[config.mk]
export PLATFORM = sky130hd
export DESIGN_NAME = fp16_div
export DESIGN_NICKNAME = d
export VERILOG_FILES = /design/src/rtl/fp16_div.sv
export SDC_FILE = /design/constraint.sdc
export NUM_CORES = 1
export LEC_CHECK = 0
export CAP_MARGIN = 5
export CORE_MARGIN = 5
export CORE_UTILIZATION = 55
export DETAILED_ROUTE_END_ITERATION = 12
export HOLD_SLACK_MARGIN = 0.05
export PLACE_DENSITY_LB_ADDON = 0.05
export SLEW_MARGIN = 40
export SYNTH_ARGS = -nofsm -noshare
export SYNTH_HDL_FRONTEND = slang
export SYNTH_SLANG_ARGS = --single-unit
[constraint.sdc]
create_clock -name clk -period 3.19 [get_ports clk]
set_input_delay 0.4785 -clock clk [delete_from_list [all_inputs] [get_ports clk]]
set_output_delay 0.4785 -clock clk [all_outputs]
set_load 0.05 [all_outputs]
[src/rtl/fp16_div.sv]
// fp16_div -- iterative IEEE-754 half-precision divider (data1 / data2).
// One operation in flight; fixed 14-cycle latency from accept to result.
// Numeric behaviour: saturate on overflow or Inf/NaN/zero/subnormal divisor,
// flush subnormal dividends and underflow to +0, round-to-nearest-even.
//
// Ports:
//   clk            rising-edge clock
//   rst            synchronous active-high reset; aborts any operation
//   data1          dividend (FP16), sampled with input_valid in IDLE
//   data2          divisor  (FP16), sampled with input_valid in IDLE
//   input_valid    operand strobe; ignored while busy
//   datanew        result register, holds last result
//   output_update  one-cycle pulse when datanew is written
//   busy           high while an operation is in flight
module fp16_div (
  input  logic        clk,
  input  logic        rst,
  input  logic [15:0] data1,
  input  logic [15:0] data2,
  input  logic        input_valid,
  output logic [15:0] datanew,
  output logic        output_update,
  output logic        busy
);

  typedef enum logic [1:0] {IDLE, PREP, DIV, ROUND} state_t;
  typedef enum logic [1:0] {CLS_NORMAL, CLS_ZERO, CLS_SAT} cls_t;

  state_t      state, state_nxt;
  logic [15:0] op_a, op_b;
  logic        sign;
  logic [6:0]  e;       // biased exponent, 7-bit two's complement
  logic [10:0] m2;
  logic [12:0] r;       // partial remainder
  logic [11:0] q;
  logic [3:0]  cnt;
  cls_t        cls;

  // ---------------- state register ----------------
  always_ff @(posedge clk) begin
    if (rst) state <= IDLE;
    else     state <= state_nxt;
  end

  // ---------------- next-state logic ----------------
  always_comb begin
    state_nxt = state;
    case (state)
      IDLE:    if (input_valid) state_nxt = PREP;
      PREP:    state_nxt = DIV;
      DIV:     if (cnt == 4'd11) state_nxt = ROUND;
      ROUND:   state_nxt = IDLE;
      default: state_nxt = IDLE;
    endcase
  end

  // ---------------- output logic ----------------
  always_comb begin
    busy = (state != IDLE);
  end

  // ---------------- PREP: align mantissas, classify ----------------
  logic [4:0]  ea, eb;
  logic [10:0] m1_pre, m2_pre;
  logic [6:0]  e_pre;
  logic [12:0] r_pre;
  logic [6:0]  e_adj;
  cls_t        cls_pre;

  always_comb begin
    ea     = op_a[14:10];
    eb     = op_b[14:10];
    m1_pre = {1'b1, op_a[9:0]};
    m2_pre = {1'b1, op_b[9:0]};
    e_pre  = {2'b00, ea} - {2'b00, eb} + 7'd15;
    // Pre-shift the dividend so the quotient lands in [1,2) and q[11] is set.
    if (m1_pre < m2_pre) begin
      r_pre = {1'b0, m1_pre, 1'b0};
      e_adj = e_pre - 7'd1;
    end else begin
      r_pre = {2'b00, m1_pre};
      e_adj = e_pre;
    end
    if (ea == 5'd31 || eb == 5'd31 || op_b[14:0] == 15'd0 || eb == 5'd0)
      cls_pre = CLS_SAT;
    else if (ea == 5'd0)
      cls_pre = CLS_ZERO;
    else
      cls_pre = CLS_NORMAL;
  end

  // ---------------- DIV: one restoring step per cycle ----------------
  logic        q_bit;
  logic [12:0] r_sub, r_nxt;

  always_comb begin
    q_bit = (r >= {2'b00, m2});
    r_sub = q_bit ? (r - {2'b00, m2}) : r;
    r_nxt = {r_sub[11:0], 1'b0};
  end

  // ---------------- ROUND: RNE and result packing ----------------
  logic        guard, sticky, inc;
  logic [11:0] mant_sum;
  logic [10:0] mant_fin;
  logic [6:0]  e_fin;
  logic [15:0] result;

  always_comb begin
    guard    = q[0];
    sticky   = (r != 13'd0);
    inc      = guard & (q[1] | sticky);
    mant_sum = {1'b0, q[11:1]} + {11'd0, inc};
    if (mant_sum[11]) begin
      mant_fin = 11'h400;
      e_fin    = e + 7'd1;
    end else begin
      mant_fin = mant_sum[10:0];
      e_fin    = e;
    end
    if (cls == CLS_SAT)
      result = {sign, 15'h7FFF};
    else if (cls == CLS_ZERO)
      result = 16'h0000;
    else if (!e_fin[6] && e_fin >= 7'd31)
      result = {sign, 15'h7FFF};
    else if (e_fin[6] || e_fin == 7'd0)
      result = 16'h0000;
    else
      result = {sign, e_fin[4:0], mant_fin[9:0]};
  end

  // ---------------- datapath registers ----------------
  always_ff @(posedge clk) begin
    if (rst) begin
      op_a          <= '0;
      op_b          <= '0;
      sign          <= 1'b0;
      e             <= '0;
      m2            <= '0;
      r             <= '0;
      q             <= '0;
      cnt           <= '0;
      cls           <= CLS_NORMAL;
      datanew       <= 16'h0000;
      output_update <= 1'b0;
    end else begin
      output_update <= 1'b0;
      case (state)
        IDLE: if (input_valid) begin
          op_a <= data1;
          op_b <= data2;
        end
        PREP: begin
          sign <= op_a[15] ^ op_b[15];
          e    <= e_adj;
          m2   <= m2_pre;
          r    <= r_pre;
          q    <= '0;
          cnt  <= '0;
          cls  <= cls_pre;
        end
        DIV: begin
          r   <= r_nxt;
          q   <= {q[10:0], q_bit};
          cnt <= cnt + 4'd1;
        end
        ROUND: begin
          datanew       <= result;
          output_update <= 1'b1;
        end
        default: ;
      endcase
    end
  end

endmodule

==> out/metrics.csv <==
stage;metric;value;unit
floorplan;die_w;112.9;µm
place;place_inst;883;
clock_tree;postCtsSetupRepairBufs;0;
layout;nNetsFinal;830;
floorplan;num_io_pins;53;
yosys;synth_most_common_cell;nand2_1;
timing;max_freq;339.6;MHz
yosys;synthDistinctLibCells;67;
floorplan;dieHeight;112.9;µm
global_routing;grt_usage;0.2202;
global_routing;overflow;0;
global_routing;grt_max_degree;56;
global_routing;antenna_found_initial;0;
timing;post-route-period-util;0.9231;
critical_path;r2r-start;q[5];
layout;instances_no_fill;899;
timing;worstMarginPinSlew;0.7163;ns
floorplan;rows;37;
yosys;seq_area_frac_synth;0.3475;
critical_path;slowest_stage;a221oi_2;
drt;drtAntennaViolNets;0;
timing;rsz0062_at_grt;no;
critical_path;start_kind;register;
floorplan;start_util;0.5637;
layout;nFillCells;923;
power_and_ir_drop;p_leak;2.445;nW
yosys;async_reset_ff_frac;0;
critical_path;critPathMaxFanout;11;
critical_path;cp-endpoint;datanew[8];
drt;drc;0;
layout;areaGrowthSynthToFinish;13.76;%
layout;n_antenna_cell;0;
timing;hold_viol;0;
yosys;synth-seq-cells;101;
critical_path;startpoint;q[5];
timing;finalSetupViolations;0;
clock_tree;cts_tree;yes;
power_and_ir_drop;ir_worst_vdd;0.3688;mV
clock_tree;cts_sinks;101;
critical_path;r2r-end;datanew[8];
timing;setup_tns;0;ns
layout;drive_gt1_frac;0.05636;
yosys;postSynthAreaPerCell;8.038;µm²
critical_path;crit_path_end_kind;register;
yosys;ys.flop_type;dfxtp_1;
timing;final-max-slew-violation-count;0;
power_and_ir_drop;p_per_area;902.8;nW/µm²
yosys;synthTopCellsByCount;nand2_1, dfxtp_1, a21oi_1, nor2_1, inv_1;
clock_tree;root_buffer;clkbuf_8;
drt;avgRoutedWirePerCell;15.68;µm
global_routing;grt_pass1_vias;4933;
drt;num_vias;5325;
critical_path;worstRegToRegCells;7;
place;gp_congestion;0.9421;
clock_tree;cts.clk_slew.worst_paths;0.10;ns
floorplan;dieArea;12740;µm²
yosys;synth_top_cell_area_share;0.3475;
yosys;synth_edf_count;0;
critical_path;cpPeakStageDelay;0.66;ns
drt;drt_pre_antenna_iters;6;
yosys;yosysTopAreaCell;dfxtp_1;
yosys;syn_inst;724;
timing;max_slew_margin;0.5225;
clock_tree;clkLatencyLatePin;0.38;ns
place;hpwl;10650;µm
clock_tree;cts-resized-gates;0;
timing;period_needed;2.945;ns
timing;clock_skew;0.01740;ns
clock_tree;cts_made_buffers;9;
clock_tree;htreeDepth;3;
critical_path;path_class;reg -> reg;
floorplan;core;10320;µm²
yosys;synth_area_leaders;dfxtp_1, nand2_1, ha_1, a21oi_1, mux2i_1;
drt;drt-vias-per-instance;5.923;
yosys;ys_warn_count;0;
critical_path;r2r_setup_slack;0.25;ns
outcome;outcome;completed;
global_routing;grt_pass1_wl;23450;µm
flow_run;max_cap_violations;0;
yosys;synth_area;5819;µm²
clock_tree;cts_buffer_depth;2;
drt;drtIter0Drc;378;
critical_path;arrival;3.22;ns
yosys;synthesis.nets;796;
drt;wl;14090;µm
place;portBuffers;52;
critical_path;crit_path_cell_trace;nand4_2, or3_1, nor3_4, xor2_1, a221oi_2, o21ai_0, a32o_1;
clock_tree;postCtsHoldBufs;0;
worst_hold_path;hp-class;reg -> reg;
critical_path;crit_required;3.47;ns
-- worst min path at each step --
stage,from,to,slack [ns],cells past startpoint
2_1_floorplan,op_a[10],op_a[10],0.44,2
3_3_place_gp,op_a[10],op_a[10],0.45,2
3_5_place_dp,op_a[10],op_a[10],0.45,2
4_1_cts,op_a[10],op_a[10],0.47,2
5_1_grt,datanew[15],datanew[15],0.50,1
6_report,op_a[10],op_a[10],0.46,2
-- routing by layer --
layer / part of all wire / track usage / vias to the layer above
met5: 0 / 0 / -
met4: 0.011 / 0.05288 / 0
met3: 0.056 / 0.03262 / 13
met2: 0.47 / 0.3618 / 167
met1: 0.46 / 0.3056 / 2511
li1: - / - / 2634
-- where the power goes --
part	switching [W]	internal [W]	leakage, nW
combinational	0.00205	0.00139	1.52
sequential	0.000255	0.00147	0.821
clock	0.000506	0.000310	0.101
-- critical path, delay by kind of cell (launching register included) --
| kind | cells | cell delay (ns) |
|---|---|---|
| AND/OR/NAND/NOR | 3 | 1.04 |
| AO/OA/AOI/OAI | 3 | 1.20 |
| XOR/XNOR | 1 | 0.14 |
| flip-flops | 1 | 0.47 |
-- stage by stage --
stage / total power (W) / utilization / cell area (µm²) / worst slack (ns) / hold WS [ns]
after floorplan: 0.004391 / - / 5819 / 0.6055 / 0.4363
after global placement: 0.005058 / 0.6211 / 6412 / 0.4246 / 0.4465
after detailed placement: 0.005135 / 0.6216 / 6417 / 0.2973 / 0.4503
after CTS: 0.005947 / 0.6410 / 6618 / 0.2680 / 0.4656
after global routing: 0.006432 / 0.6413 / 6620 / 0.04317 / 0.5023
final: 0.005976 / 0.6413 / 6620 / 0.2453 / 0.4599
-- final cells by class --
class / instances / area, µm² / share of cell area
timing repair buffer: 61 / 583.1 / 0.08807
inverter: 41 / 153.9 / 0.02325
sequential: 101 / 2022 / 0.3054
multi-input combinational: 544 / 3491 / 0.5273
clock buffer: 9 / 123.9 / 0.01871
clock inverter: 7 / 76.32 / 0.01153
tap: 136 / 170.2 / 0.02570
-- cells in the final DEF, fill, tap and decap left out, drive strengths merged, types with 4 or more instances in the layout --
cell and n:
inv 45, nor2b 8, a32o 14, o21a 8, nand3 32, clkbuf 9
mux2i 27, ha 35, and2 6, o31ai 6, nor4 6, o221ai 4
nor2 52, o211ai 7, dfxtp 101, a211oi 8, clkdlybuf4s50 51, or3 5
buf 10, nor3 20, a21oi 67, xnor2 17, o21ai 25, nand2 123
o41ai 4, nand4 8, xor2 11
-- sequential cells by signal, indices dropped and copies added (netlist names) --
signal / flops
cls: 2
cnt: 4
datanew: 16
e: 7
m2: 11
op_a: 16
op_b: 16
output_update: 1
q: 12
r: 13
sign: 1
state: 2
-- kinds of logic (layout without fill, tap and decap cells) --
group | Yosys count | after routing | share of synthesized area
AO/OA/AOI/OAI | 170 | 170 | 0.1970
flip-flops | 101 | 101 | 0.3475
buffers and inverters | 79 | 118 | 0.05397
AND/OR/NAND/NOR | 277 | 277 | 0.2206
multiplexers | 30 | 30 | 0.05289
XOR/XNOR | 28 | 28 | 0.04214
adder cells (fa/ha/maj) | 39 | 39 | 0.08600
Power figures use the tool's default switching activity.
